===== config.mk =====
export PLATFORM = sky130hd
export DESIGN_NAME = pipe_segment_skid
export DESIGN_NICKNAME = d
export VERILOG_FILES = /design/src/rtl/pipe_pkg.sv /design/src/rtl/sat_counter.sv /design/src/rtl/pipe_segment_skid.sv
export SDC_FILE = /design/constraint.sdc
export NUM_CORES = 1
export LEC_CHECK = 0
export ABC_AREA = 1
export CORE_MARGIN = 2
export CORE_UTILIZATION = 52
export DETAILED_ROUTE_END_ITERATION = 7
export PLACE_DENSITY_LB_ADDON = 0.15
export SETUP_SLACK_MARGIN = 0.15
export SKIP_LAST_GASP = 1
export SYNTH_ARGS = -nofsm -noshare
export SYNTH_HDL_FRONTEND = slang
export SYNTH_SLANG_ARGS = --single-unit

===== constraint.sdc =====
create_clock -name clk -period 4.2 [get_ports clk]
set_input_delay 0.84 -clock clk [delete_from_list [all_inputs] [get_ports clk]]
set_output_delay 0.84 -clock clk [all_outputs]
set_load 0.05 [all_outputs]

===== src/rtl/pipe_pkg.sv =====
// Shared types for the generic pipeline segment register: state encoding
// doubles as the registered occupancy count.
package pipe_pkg;
    localparam int OCC_W = 2;

    typedef enum logic [OCC_W-1:0] {
        PS_EMPTY = 2'd0,
        PS_HALF  = 2'd1,
        PS_FULL  = 2'd2
    } pipe_state_t;
endpackage


===== src/rtl/sat_counter.sv =====
// Saturating up-counter: increments on each enabled edge, sticks at all-ones.
module sat_counter #(
    parameter int W = 16
) (
    input  logic         clk,
    input  logic         rst,
    input  logic         en,
    output logic [W-1:0] count
);
    logic [W-1:0] count_reg;

    always_ff @(posedge clk or posedge rst) begin
        if (rst) begin
            count_reg <= '0;
        end else if (en && (count_reg != {W{1'b1}})) begin
            count_reg <= count_reg + 1'b1;
        end
    end

    assign count = count_reg;
endmodule


===== src/rtl/pipe_segment_skid.sv =====
// Parametrised valid/ready pipeline segment with optional two-entry skid
// buffer, stall/flush, bubble zeroing of control and a stall profiler.
module pipe_segment_skid
    import pipe_pkg::*;
#(
    parameter int DW      = 32,
    parameter int CW      = 8,
    parameter int SKID    = 1,
    parameter int NEGEDGE = 1,
    parameter int SW      = 16
) (
    input  logic             clk,
    input  logic             rst,
    input  logic             stall,
    input  logic             flush,
    input  logic             in_valid,
    output logic             in_ready,
    input  logic [CW-1:0]    in_ctrl,
    input  logic [DW-1:0]    in_data,
    output logic             out_valid,
    input  logic             out_ready,
    output logic [CW-1:0]    out_ctrl,
    output logic [DW-1:0]    out_data,
    output logic [OCC_W-1:0] occupancy,
    output logic [SW-1:0]    stall_cnt
);
    logic cap_clk;

    // All state shares one capture edge; the falling-edge variant simply
    // runs the same registers off an inverted clock.
    generate
        if (NEGEDGE != 0) begin : g_neg
            assign cap_clk = ~clk;
        end else begin : g_pos
            assign cap_clk = clk;
        end
    endgenerate

    pipe_state_t   state_reg, state_next;
    logic [CW-1:0] main_ctrl_reg, main_ctrl_next;
    logic [DW-1:0] main_data_reg, main_data_next;
    logic [CW-1:0] skid_ctrl_reg, skid_ctrl_next;
    logic [DW-1:0] skid_data_reg, skid_data_next;
    logic          accept;
    logic          consume;

    assign out_valid = (state_reg != PS_EMPTY);
    assign in_ready  = ~stall & ((SKID != 0) ? (state_reg != PS_FULL)
                                             : (~out_valid | out_ready));
    assign accept    = in_valid & in_ready;
    assign consume   = out_valid & out_ready & ~stall;

    always_comb begin
        state_next     = state_reg;
        main_ctrl_next = main_ctrl_reg;
        main_data_next = main_data_reg;
        skid_ctrl_next = skid_ctrl_reg;
        skid_data_next = skid_data_reg;
        if (flush) begin
            // Head data is left in place so out_data keeps its last value.
            state_next     = PS_EMPTY;
            skid_ctrl_next = '0;
            skid_data_next = '0;
        end else begin
            case (state_reg)
                PS_EMPTY: begin
                    if (accept) begin
                        state_next     = PS_HALF;
                        main_ctrl_next = in_ctrl;
                        main_data_next = in_data;
                    end
                end
                PS_HALF: begin
                    if (accept && consume) begin
                        main_ctrl_next = in_ctrl;
                        main_data_next = in_data;
                    end else if (accept) begin
                        if (SKID != 0) begin
                            state_next     = PS_FULL;
                            skid_ctrl_next = in_ctrl;
                            skid_data_next = in_data;
                        end
                    end else if (consume) begin
                        state_next = PS_EMPTY;
                    end
                end
                PS_FULL: begin
                    if (consume) begin
                        state_next     = PS_HALF;
                        main_ctrl_next = skid_ctrl_reg;
                        main_data_next = skid_data_reg;
                        skid_ctrl_next = '0;
                        skid_data_next = '0;
                    end
                end
                default: state_next = PS_EMPTY;
            endcase
        end
    end

    always_ff @(posedge cap_clk or posedge rst) begin
        if (rst) begin
            state_reg     <= PS_EMPTY;
            main_ctrl_reg <= '0;
            main_data_reg <= '0;
            skid_ctrl_reg <= '0;
            skid_data_reg <= '0;
        end else begin
            state_reg     <= state_next;
            main_ctrl_reg <= main_ctrl_next;
            main_data_reg <= main_data_next;
            skid_ctrl_reg <= skid_ctrl_next;
            skid_data_reg <= skid_data_next;
        end
    end

    // Empty slot presents a bubble: control forced inert, data left stale.
    assign out_ctrl  = out_valid ? main_ctrl_reg : '0;
    assign out_data  = main_data_reg;
    assign occupancy = state_reg;

    sat_counter #(
        .W(SW)
    ) u_stall_cnt (
        .clk   (cap_clk),
        .rst   (rst),
        .en    (stall),
        .count (stall_cnt)
    );
endmodule


==> flow_metrics.tcl <==
set metrics [dict create \
    status "finished, violations left" \
    violations "setup timing" \
    syn-cell-area_um2 5060 \
    worstSetupPathType "reg -> out" \
    core-area_um2 9590 \
    synth_edf_count 0 \
    worstSkewPairLatency_ps 350 \
    setup_tns_ps -1780 \
    fin_ws_ps -212 \
    synthMuxAreaShare_pct 0 \
    root_buffer "clkbuf_8" \
    cp_slowest_stage_delay_ps 450 \
    synthCells 707 \
    synthArstFlopShare_pct 100 \
    synth_compound_area_share_pct 1.11 \
    grt_pass1_vias 5063 \
    start_util_pct 52.8 \
    path_common_cell "buf_12" \
    die_height_um 103 \
    postSynthAreaPerCell_um2 7.16 \
    endpoint "out_ctrl[0]" \
    final.setup_skew_ps 10.9 \
    ys_ff_latch 98 \
    synth_warnings 0 \
    maxCapViolations 0 \
    vias 5245 \
    dp_hpwl_um 9150 \
    die_area_um2 10500 \
    ios 106 \
    utilization_pct 78.6 \
    arrival_ps 3570 \
    cp-startpoint "occupancy[1]$_DFFE_NP0P_" \
    nNetsFinal 878 \
    drt_iter0_drc 460 \
    cp-end-kind "output pin" \
    synth.top_cells.by_count "nand2_1 (352), dfrtn_1 (98), nor2_1 (68)" \
    synth_flop_cell "dfrtn_1" \
    rr_endpoint "skid_ctrl_reg[6]$_DFFE_NP0P_" \
    grt_max_degree 80 \
    finalSetupViolCount 10 \
    netlist.top_cell.by_area "dfrtn_1" \
    slowest_stage "dfrtn_1" \
    synth_cell_types 24 \
    ir_worst_vdd_mv 0.508 \
    tightest_slew_ps 470 \
    yosysTopAreaCellShare_pct 48.4 \
    die_w_um 103 \
    grt_use_total_pct 28.3 \
    synthTopCellsByArea "dfrtn_1 (48%), nand2_1 (26%), nand4_1 (5.3%)" \
    avgRoutedWirePerCell_um 14.8 \
    synth_most_common_cell "nand2_1" \
    port_buffers 105 \
    fin_total_pwr_mw 3.79 \
    antenna_found_initial 0 \
    htreeDepth 3 \
    crit_buf_inv 4 \
    cts_buffer_depth 2 \
    synth_fa_ha_area_share_pct 0.247 \
    crit_chain "inv_2, nand2_8, clkinvlp_4, buf_12, nor2_4, buf_12" \
    ys_seq_area_share_pct 48.4 \
    grt_pass1_wl_um 23600 \
    finalHoldViolCount 0 \
    cp.depth 6 \
    cts_hold_buf 0 \
    antenna_cells 0 \
    vias_per_cell 5.41 \
    rsz0062_at_grt "yes" \
    synthSimpleGateAreaFrac_pct 42.5 \
    area_growth_pct 48.9 \
    cts-buffers-inserted 9 \
    relSlewSlack_pct 68.6 \
    clkSinkCount 98 \
    finalWirelength_um 14300 \
    synthesis.nets 754 \
    r2r-start "occupancy[1]$_DFFE_NP0P_" \
    reg2reg_setup_slack_ps 1990 \
    gr-total-overflow 0 \
    ant_nets 0 \
    path_max_fanout 8 \
    start_kind "register" \
    clk_pin_slew_worst_paths_ps 60 \
    core.rowCount 36 \
    routabilityCongestion 0.846 \
    required_ps 3360 \
    rr_worst_depth 12 \
    hold_path.class "reg -> reg" \
    powerDensity_nw_per_um2 503 \
    cts_tree "yes" \
    holdPathStages 2 \
    drive_above_1_share_pct 18.9 \
    synth_xor_area_share_pct 2.08 \
    drt_first_pass_iters 5 \
    finalMaxSlewViolations 0 \
    fill_cells 672 \
    p_leak_nw 3.85 \
    drc 0 \
    synth_top_family_by_area "simple AND/OR/NAND/NOR gates" \
    fin_hold_ws_ps 421 \
    crit_family "buffers and inverters" \
]
worst reg2reg max path, cell delays in order, from the launching register on:
cell and delay [ps]:
dfrtn_1 380, buf_4 150, buf_6 120, nand2_4 70, buf_4 100, buf_4 400, nor2_1 100, o21bai_1 180
nand2_2 140, nand2_4 80, buf_12 170, nand2_1 90, nand2_1 70
cells in the final DEF, fill, tap and decap left out, types with 4 or more instances in the layout:
master,Yosys,routed
nand2_1,352,349
nand2_2,3,4
clkdlybuf4s50_1,0,41
nand4_1,43,43
nor2_1,68,59
buf_6,1,7
xnor2_1,7,7
xor2_1,5,5
clkbuf_8,0,9
bufinv_16,0,4
nor2_4,0,9
buf_12,0,64
buf_4,1,38
dfrtn_1,98,98
inv_1,20,18
nand3_1,52,48
metal layers:
metal / vias to the layer above / part of all wire (%) / global-route usage, %
met5: - / 0 / 0
met4: 0 / 2.4 / 11.9
met3: 34 / 7.6 / 4.68
met2: 245 / 49 / 46.1
met1: 2495 / 41 / 37.7
li1: 2471 / - / -
where the power goes:
part	internal, mW	leakage, nW	total [mW]	switching, mW
sequential	1.15	1.26	1.34	0.191
clock	0.458	0.127	0.806	0.348
combinational	0.752	2.46	1.65	0.897
cell families (layout without fill, tap and decap cells):
group           count (synthesis)  in the layout
compound gates                  7              7
buf+inv                        67            196
xor+xnor                       12             12
flops                          98             98
fa+ha+maj                       1              1
simple gates                  522            522
worst min-delay path by stage:
stage,from,endpoint,slack [ps]
3_5_place_dp,skid_ctrl_reg[5]$_DFFE_NP0P_,skid_ctrl_reg[5]$_DFFE_NP0P_,420
3_3_place_gp,skid_data_reg[15]$_DFFE_NP0P_,skid_data_reg[15]$_DFFE_NP0P_,410
6_report,main_ctrl_reg[7]$_DFFE_NP0P_,main_ctrl_reg[7]$_DFFE_NP0P_,420
2_1_floorplan,main_ctrl_reg[0]$_DFFE_NP0P_,main_ctrl_reg[0]$_DFFE_NP0P_,400
4_1_cts,skid_data_reg[25]$_DFFE_NP0P_,skid_data_reg[25]$_DFFE_NP0P_,420
5_1_grt,skid_data_reg[10]$_DFFE_NP0P_,skid_data_reg[10]$_DFFE_NP0P_,450
through the flow:
step                worst slack, ps  cells  area, um2
finish                         -212    969       7540
global route                   -263    969       7540
CTS                            -184    954       7400
detailed placement             -366    931       6990
global placement               -292    931       6990
floorplan                      -649    707       5100
final cells by class:
cell class	count	area, um2	share of cell area (%)
tap	133	166	2.21
inverter	24	103	1.36
multi-input combinational	542	2450	32.5
clock buffer	10	128	1.69
clock inverter	6	136	1.81
sequential	98	2450	32.5
timing repair buffer	156	2110	27.9
timing repair:
item                                    4_1_cts  5_1_grt
resized for setup                            26       11
endpoints found under the setup margin       91      100
buffers inserted                              7       14
pin swaps                                     5        7
gates cloned                                  0        1
(Power assumes the default switching activity.)
